<file path="src/rtl/rps_pkg.sv">
`default_nettype none
// ============================================================================
//  Module      : rps_pkg
//  Description : Shared types and constants for the rock-paper-scissors
//                player driver: move encoding, player FSM states, LFSR
//                feedback mask and a move-to-one-hot helper.
//  Revision    : 1.0 - initial release
// ============================================================================
package rps_pkg;

  // Galois feedback taps for a maximal-length 16-bit LFSR
  localparam logic [15:0] LFSR_MASK = 16'hB400;

  typedef enum logic [1:0] {
    MOVE_R = 2'd0,
    MOVE_P = 2'd1,
    MOVE_S = 2'd2
  } rps_move_e;

  typedef enum logic [2:0] {
    IDLE  = 3'd0,
    PICK  = 3'd1,
    ARMED = 3'd2,
    GAP   = 3'd3,
    DONE  = 3'd4
  } player_state_e;

  // One-hot ordering is {r, p, s}
  function automatic logic [2:0] move_to_onehot(input rps_move_e m);
    logic [2:0] oh;
    oh = 3'b000;
    case (m)
      MOVE_R:  oh = 3'b100;
      MOVE_P:  oh = 3'b010;
      MOVE_S:  oh = 3'b001;
      default: oh = 3'b000;
    endcase
    return oh;
  endfunction

endpackage
`default_nettype wire

</file>
<file path="src/rtl/rps_lfsr.sv">
`default_nettype none
// ============================================================================
//  Module      : rps_lfsr
//  Description : Right-shifting Galois LFSR with an advance enable.
//                Ports: clk, rst (async, active-low), advance (step one
//                position this cycle), value (current register contents).
//  Revision    : 1.0 - initial release
// ============================================================================
module rps_lfsr #(
  parameter int               WIDTH = 16,
  parameter logic [WIDTH-1:0] MASK  = 16'hB400,
  parameter logic [WIDTH-1:0] SEED  = 16'hACE1
) (
  input  logic             clk,
  input  logic             rst,
  input  logic             advance,
  output logic [WIDTH-1:0] value
);

  logic [WIDTH-1:0] value_q;
  logic [WIDTH-1:0] value_d;

  always_comb begin
    value_d = value_q;
    if (advance) begin
      value_d = (value_q >> 1) ^ (value_q[0] ? MASK : {WIDTH{1'b0}});
    end
  end

  always_ff @(posedge clk or negedge rst) begin
    if (!rst) begin
      value_q <= SEED;
    end else begin
      value_q <= value_d;
    end
  end

  assign value = value_q;

endmodule
`default_nettype wire

</file>
<file path="src/rtl/rps_player.sv">
`default_nettype none
// ============================================================================
//  Module      : rps_player
//  Description : Player-side driver for the rock-paper-scissors arbitrator
//                handshake. Picks a pseudo-random one-hot move, raises go
//                until the arbitrator acknowledges with dut_busy, idles for
//                GAP_CYCLES, and repeats for NUM_ROUNDS rounds.
//  Ports       : clk, rst (async assert, active-low), start, dut_busy  (in)
//                r, p, s, go, active, done, rounds_played[15:0]        (out)
//                cnt_r, cnt_p, cnt_s[15:0] (out, only with
//                RPS_PLAYER_HISTORY_EN defined: per-move acknowledge counts)
//  Config      : `define RPS_PLAYER_HISTORY_EN to add the move-history
//                counters.
//  Revision    : 1.0 - initial release
// ============================================================================
module rps_player
  import rps_pkg::*;
#(
  parameter int          NUM_ROUNDS = 16,
  parameter int          GAP_CYCLES = 2,
  parameter logic [15:0] SEED       = 16'hACE1
) (
  input  logic        clk,
  input  logic        rst,            // active-low
  input  logic        start,
  input  logic        dut_busy,
  output logic        r,
  output logic        p,
  output logic        s,
  output logic        go,
  output logic        active,
  output logic        done,
  output logic [15:0] rounds_played
`ifdef RPS_PLAYER_HISTORY_EN
  ,
  output logic [15:0] cnt_r,
  output logic [15:0] cnt_p,
  output logic [15:0] cnt_s
`endif
);

  generate
    if (SEED == 16'h0000) begin : g_seed_check
      $error("rps_player: SEED must be non-zero");
    end
    if (NUM_ROUNDS < 1 || NUM_ROUNDS > 65535 || GAP_CYCLES < 0 || GAP_CYCLES > 255) begin : g_range_check
      $error("rps_player: NUM_ROUNDS or GAP_CYCLES out of range");
    end
  endgenerate

  player_state_e state_q, state_d;
  logic [2:0]    move_q, move_d;      // {r, p, s}
  logic [15:0]   rounds_q, rounds_d;
  logic [7:0]    gap_q, gap_d;
  logic [15:0]   rounds_inc;
  logic          lfsr_adv;
  logic [15:0]   lfsr_val;
  logic          round_ack;           // acknowledge edge for this round
  logic          match_clr;           // new match begins this edge
  logic          unused_lfsr_hi;

  rps_lfsr #(
    .WIDTH (16),
    .MASK  (LFSR_MASK),
    .SEED  (SEED)
  ) u_lfsr (
    .clk     (clk),
    .rst     (rst),
    .advance (lfsr_adv),
    .value   (lfsr_val)
  );

  assign unused_lfsr_hi = ^lfsr_val[15:2];
  assign rounds_inc     = rounds_q + 16'd1;

  always_comb begin
    state_d   = state_q;
    move_d    = move_q;
    rounds_d  = rounds_q;
    gap_d     = gap_q;
    lfsr_adv  = 1'b0;
    go        = 1'b0;
    round_ack = 1'b0;
    match_clr = 1'b0;
    case (state_q)
      IDLE, DONE: begin
        if (start) begin
          state_d   = PICK;
          rounds_d  = 16'd0;
          match_clr = 1'b1;
        end
      end
      PICK: begin
        // Candidate comes from the pre-advance value; 3 is not a move, so redraw.
        lfsr_adv = 1'b1;
        if (lfsr_val[1:0] != 2'd3) begin
          move_d  = move_to_onehot(rps_move_e'(lfsr_val[1:0]));
          state_d = ARMED;
        end
      end
      ARMED: begin
        // Combinational drop so the arbitrator never sees go on a second edge.
        go = ~dut_busy;
        if (dut_busy) begin
          round_ack = 1'b1;
          rounds_d  = rounds_inc;
          if (rounds_inc == 16'(NUM_ROUNDS)) begin
            state_d = DONE;
          end else if (GAP_CYCLES == 0) begin
            state_d = PICK;
          end else begin
            state_d = GAP;
            gap_d   = 8'(GAP_CYCLES);
          end
        end
      end
      GAP: begin
        gap_d = gap_q - 8'd1;
        if (gap_q <= 8'd1) begin
          state_d = PICK;
        end
      end
      default: state_d = IDLE;
    endcase
  end

  always_ff @(posedge clk or negedge rst) begin
    if (!rst) begin
      state_q  <= IDLE;
      move_q   <= 3'b000;
      rounds_q <= 16'd0;
      gap_q    <= 8'd0;
    end else begin
      state_q  <= state_d;
      move_q   <= move_d;
      rounds_q <= rounds_d;
      gap_q    <= gap_d;
    end
  end

  assign r             = move_q[2];
  assign p             = move_q[1];
  assign s             = move_q[0];
  assign active        = (state_q == PICK) || (state_q == ARMED) || (state_q == GAP);
  assign done          = (state_q == DONE);
  assign rounds_played = rounds_q;

`ifdef RPS_PLAYER_HISTORY_EN
  logic [15:0] cnt_r_q, cnt_r_d;
  logic [15:0] cnt_p_q, cnt_p_d;
  logic [15:0] cnt_s_q, cnt_s_d;

  always_comb begin
    cnt_r_d = cnt_r_q;
    cnt_p_d = cnt_p_q;
    cnt_s_d = cnt_s_q;
    if (match_clr) begin
      cnt_r_d = 16'd0;
      cnt_p_d = 16'd0;
      cnt_s_d = 16'd0;
    end else if (round_ack) begin
      cnt_r_d = cnt_r_q + {15'd0, move_q[2]};
      cnt_p_d = cnt_p_q + {15'd0, move_q[1]};
      cnt_s_d = cnt_s_q + {15'd0, move_q[0]};
    end
  end

  always_ff @(posedge clk or negedge rst) begin
    if (!rst) begin
      cnt_r_q <= 16'd0;
      cnt_p_q <= 16'd0;
      cnt_s_q <= 16'd0;
    end else begin
      cnt_r_q <= cnt_r_d;
      cnt_p_q <= cnt_p_d;
      cnt_s_q <= cnt_s_d;
    end
  end

  assign cnt_r = cnt_r_q;
  assign cnt_p = cnt_p_q;
  assign cnt_s = cnt_s_q;
`else
  logic unused_hist;
  assign unused_hist = round_ack ^ match_clr;
`endif

endmodule
`default_nettype wire

</file>
<file path="config.mk">
export PLATFORM = sky130hd
export DESIGN_NAME = rps_player
export DESIGN_NICKNAME = d
export VERILOG_FILES = /design/src/rtl/rps_pkg.sv /design/src/rtl/rps_lfsr.sv /design/src/rtl/rps_player.sv
export SDC_FILE = /design/constraint.sdc
export NUM_CORES = 1
export LEC_CHECK = 0
export CORE_MARGIN = 10
export CORE_UTILIZATION = 50
export CTS_CLUSTER_DIAMETER = 30
export CTS_CLUSTER_SIZE = 28
export DETAILED_ROUTE_END_ITERATION = 8
export GPL_TIMING_DRIVEN = 0
export PLACE_DENSITY = 0.83
export SETUP_SLACK_MARGIN = 0.1
export SYNTH_ARGS = -nofsm -noshare
export SYNTH_HDL_FRONTEND = slang
export SYNTH_SLANG_ARGS = --single-unit
export TNS_END_PERCENT = 100
</file>
<file path="constraint.sdc">
create_clock -name clk -period 3.8 [get_ports clk]
set_input_delay 0.76 -clock clk [delete_from_list [all_inputs] [get_ports clk]]
set_output_delay 0.76 -clock clk [all_outputs]
set_load 0.1 [all_outputs]
</file>
## Yosys cells after proc, flatten, opt, wreduce, memory -nomap -nowiden

Cells that the tools add are included.

| cells by class | value |
|---|---|
| equal/unequal tests | 13 |
| multiplexer cells | 16 |
| reductions and logical operators | 11 |
| bitwise operators | 2 |
| order comparisons | 1 |
| add/subtract/negate cells | 2 |

Operator list:

| operator | count |
|---|---|
| 16-bit 2-to-1 mux | 3 |
| 16-bit one-hot mux with 2 select lines | 1 |
| 16-bit by 1-bit adder with 16-bit output (second input constant) | 1 |
| 16-bit by 5-bit == test with 1-bit output (second input constant) | 1 |
| 8-bit 2-to-1 mux | 2 |
| 8-bit one-hot mux with 2 select lines | 1 |
| 15-bit by 16-bit XOR with 16-bit output | 1 |
| 3-bit 2-to-1 mux | 5 |
| 2-bit inequality test (second input constant) | 6 |
| 3-bit one-hot mux with 4 select lines | 1 |
| 3-bit one-hot mux with 3 select lines | 1 |
| 8-bit by 1-bit <= comparator with 1-bit output (second input constant) | 1 |
| 8-bit by 1-bit subtractor with 8-bit output (second input constant) | 1 |
| 3-bit by 2-bit == test with 1-bit output (second input constant) | 2 |
| 3-bit AND reduction | 2 |
| 4-bit AND reduction | 1 |
| 2-bit nonzero test | 2 |
| 3-bit by 1-bit == test with 1-bit output (second input constant) | 1 |
| 3-bit == test (second input constant) | 1 |
| 3-bit logical NOT | 1 |
| 2-bit by 1-bit == test with 1-bit output (second input constant) | 1 |
| 2-bit == test (second input constant) | 1 |
| 2-bit logical NOT | 1 |
| 1-bit logical OR | 2 |
| other kinds (4) | 5 |

| word-level totals | value |
|---|---|
| register bits after elaboration | 46 |
| input bits | 4 |
| output and inout port bits | 22 |
| word-level logic and storage cells | 50 |

## Longest topological paths before layout

| logic depth | value |
|---|---|
| depth after elaboration | 5 |
| gate-level depth with buffers | 8 |
| depth with buffers taken out | 7 |

## By module

From an unflattened synthesis, not the netlist that was laid out.

| second synthesis, totals | value |
|---|---|
| cell total of the unflattened synthesis | 258 |
| area, all modules | 2,529.9 um^2 |

Modules (own cells, without submodules):

| module | seq. area each (um^2) | instances | area each (um^2) | cells an instance |
|---|---|---|---|---|
| rps_player | 750.7 | 1 | 1,874.3 | 218 |
| rps_lfsr | 410.4 | 1 | 655.6 | 40 |

## Worst setup path after synthesis

Ideal clock, no wire load.

| path | value |
|---|---|
| path type | input -> output |
| from | in dut_busy |
| to | out go |
| buffers on the path | 0 |
| slack | 0.118 ns |
| data required time | 3.040 ns |
| cell stages on the path | 1 |
| arrival time | 2.922 ns |
| path through | nor3_1 |

| on the way | value |
|---|---|
| word-level cells in the longest chain between the ends | 2 |

RTL lines:

| element | line | text |
|---|---|---|
| start: declaration | rps_player.sv:26 | `input logic dut_busy,` |
| 1-bit inverter | rps_player.sv:103 | `go = ~dut_busy;` |
| 1-bit 2-to-1 mux | rps_player.sv:85 | `case (state_q)` |
| end: declaration | rps_player.sv:30 | `output logic go,` |

Every way passes these cells.

## Worst setup path in the final report

Ends and elaborated chain as after synthesis.

==> results.md <==
- Status: complete, no violations
- DP HPWL: 3.89 mm
- Hold slack: 345 ps
- Post-synth top area share: 0.392
- ANT nets after route: 0
- Routed WL: 5.38 mm
- Clock Power Share: 0.187
- Routed vias: 2113
- Post-synthesis async set-or-reset flop share: 1.00
- Starting Density: 0.514
- CP Data Arrival Time: 2840 ps
- Final setup vio count: 0
- Gr usage total: 0.149
- Reg2Reg Setup Slack: 1400 ps
- Startpoint Class: input port
- Critical Path End Type: output port
- Top cell type by total area after synthesis: dfrtp_1
- Hold_buf cts: 0
- Initial drt markers: 147
- Top FF cell, synth: dfrtp_1
- First-pass GRT wire length: 9.41 mm
- Initial antenna violation count: 0
- # rows: 25
- Fin. max-slew vios: 0
- Largest net degree at the start of global routing: 34
- Multi-input logic area: 1160 µm²
- Bufs on Longest Clock Path: 2
- CTS Sinks: 46
- Worst-path cell chain: clkdlybuf4s50_1, nor3_1, clkdlybuf4s50_1
- Synth area leaders: dfrtp_1 39%, nand2_1 11%, dfstp_2 8.7%
- Max frequency: 278 MHz
- CTS H-tree depth: 2
- CP max stage cell: clkdlybuf4s50_1
- Crit-path max FO: 5
- Logic gate share of total power: 0.444
- Worst-Margin Slew: 980 ps
- Grt met1 use: 0.183
- CTS tree: built
- Placed cells: 372
- Number of global-route vias before repair: 2023
- Max Cap Violations: 0
- Hold Path Class: in2async
- Register area: 1160 µm²
- Maximum vdd drop: 428 µV
- FF-to-FF End: state_q[1]
- Synth cell count leaders: 68 x nand2_1, 38 x dfrtp_1, 25 x nor2_1, 24 x o21ai_0, 13 x clkbuf_1
- CP required: 3040 ps
- Mapped Cells: 279
- Most frequent cell after synthesis: nand2_1
- Worst reg2reg startpoint: rounds_played[0]
- Die height: 89.7 µm
- Int Pwr: 0.969 mW
- Seq cells post-synth: 46
- Crit-path max cell delay: 1210 ps
- Total Neg Setup Slack: 0 ps
- Net Sw Power: 0.812 mW
- Synth Area per Inst: 8.70 µm²
- Fin. Hold Viols: 0
- Share of layout cells above drive strength 1: 0.105
- Final Critical Period: 3600 ps
- Sequential fraction of the synthesis area: 0.479
- Synth-to-Final Area Change: 18.7%
- CTS root buffer: clkbuf_8
- Vias per inst: 5.56
- Post-CTS Setup Bufs: 0
- Per-cell routed wire length: 14.1 µm
- Clk Latency, worst-skew pair: 300 ps
- Crit-path most repeated cell: clkdlybuf4s50_1
- Layout fillers: 419
- Met2 Use GR: 0.241
- RSZ-0062 raised after global routing: no
- CTS Buf Count: 5
- CTS-repair resized insts: 0
- Gr busiest metal: met2
- Ports: 26
- Core Area: 4720 µm²
- Synth Cell Area: 2430 µm²
- Setup slack at placement: 215 ps
- Cell area power density: 618 nW/µm²
- Netlist cell types: 46
- Syn_nets: 286
- # diodes: 0
- DIE WIDTH: 89.7 µm
- Worst r2r path cells: 8
- Final net count: 319
- Warnings, synthesis: 0
- Post-route setup slack: 200 ps
- Switching share of power: 0.456
- Non-Filler Instances: 380
- Die Footprint: 8040 µm²
- Gr ovfl total: 0
- Sequential share of power: 0.369
- Max-slew headroom: 0.344
- Final Skew: 9.95 ps
- Post-synth EDFFs: 0
- Remaining DRCs: 0
- Port Buffer Count: 25
- Clock slew at reported path FFs: 90 ps
- Pleak: 1.23 nW
- GP Congestion: 0.860
- Pre-Repair DR Iteration Count: 4
- CP Class: in2out
- Final period util: 0.947
- Met3 usage: 0.0370
-- through the flow --
step / util / instance area (µm²) / total power, mW
final: 0.610 / 2880 / 1.78
after global routing: 0.610 / 2880 / 1.89
after CTS: 0.610 / 2880 / 1.80
after detailed placement: 0.588 / 2780 / 1.46
after global placement: 0.584 / 2760 / 1.43
after floorplan: - / 2430 / 1.26
-- kinds of logic after synthesis --
family / Yosys count / share of synthesized area
multiplexers: 2 / 0.00825
buffers and inverters: 23 / 0.0428
XOR/XNOR: 15 / 0.0541
adder cells (fa/ha/maj): 3 / 0.0155
AND/OR/NAND/NOR: 132 / 0.251
AO/OA/AOI/OAI: 58 / 0.150
flip-flops: 46 / 0.479
-- power by group through the flow --
stage	Combinational, mW	Clock (mW)	Sequential, mW
after floorplan	0.354	0	0.901
after global placement	0.768	0	0.659
after detailed placement	0.792	0	0.666
after CTS	0.796	0.345	0.656
after global routing	0.854	0.367	0.669
final	0.791	0.333	0.657
-- layer usage --
metal,wire length [µm],vias up
li1,-,1026
met1,2350,1038
met2,2620,43
met3,331,6
met4,73,0
met5,0,-
-- placed cells by master (no fill, tap or decap), drive strengths merged, types with 3 or more instances in the layout --
master         instances
o31ai                  5
a31oi                  4
nor3                   6
nor3b                  3
dfrtp                 38
nor2                  25
o21ai                 24
clkbuf                21
nand2                 68
nand4                  6
clkdlybuf4s50         24
xor2                   5
a21oi                 11
and3                   7
nand3                  9
xnor2                 10
dfstp                  8
inv                    6
buf                    5
ha                     3
-- registers in the layout (all words and copies together) (netlist names) --
| register | cells |
|---|---|
| u_lfsr.value | 16 |
| gap_q | 8 |
| state_q | 3 |
| move_q | 3 |
| rounds_played | 16 |
-- worst max path at each step --
stage,startpoint,end,slack (ps),depth (start not counted)
after floorplan,dut_busy,go,120,1
after global placement,dut_busy,go,240,3
after detailed placement,dut_busy,go,210,3
after CTS,dut_busy,go,210,3
after global routing,dut_busy,go,110,3
final,dut_busy,go,200,3
-- area by class of cell --
class / instances / share of cell area
inverters: 6 / 0.00782
multi-input cells: 210 / 0.403
flip-flops and latches: 46 / 0.403
clock buffers: 7 / 0.0334
repair buffers: 26 / 0.0921
plain buffers: 17 / 0.0282
clock inverters: 1 / 0.00304
well taps: 67 / 0.0291
-- worst max-delay path, delay by kind of cell --
kind,cells,cell delay (ps)
buffers and inverters,2,1720
AND/OR/NAND/NOR,1,360
Note: power is estimated with default switching activity, not from simulation.
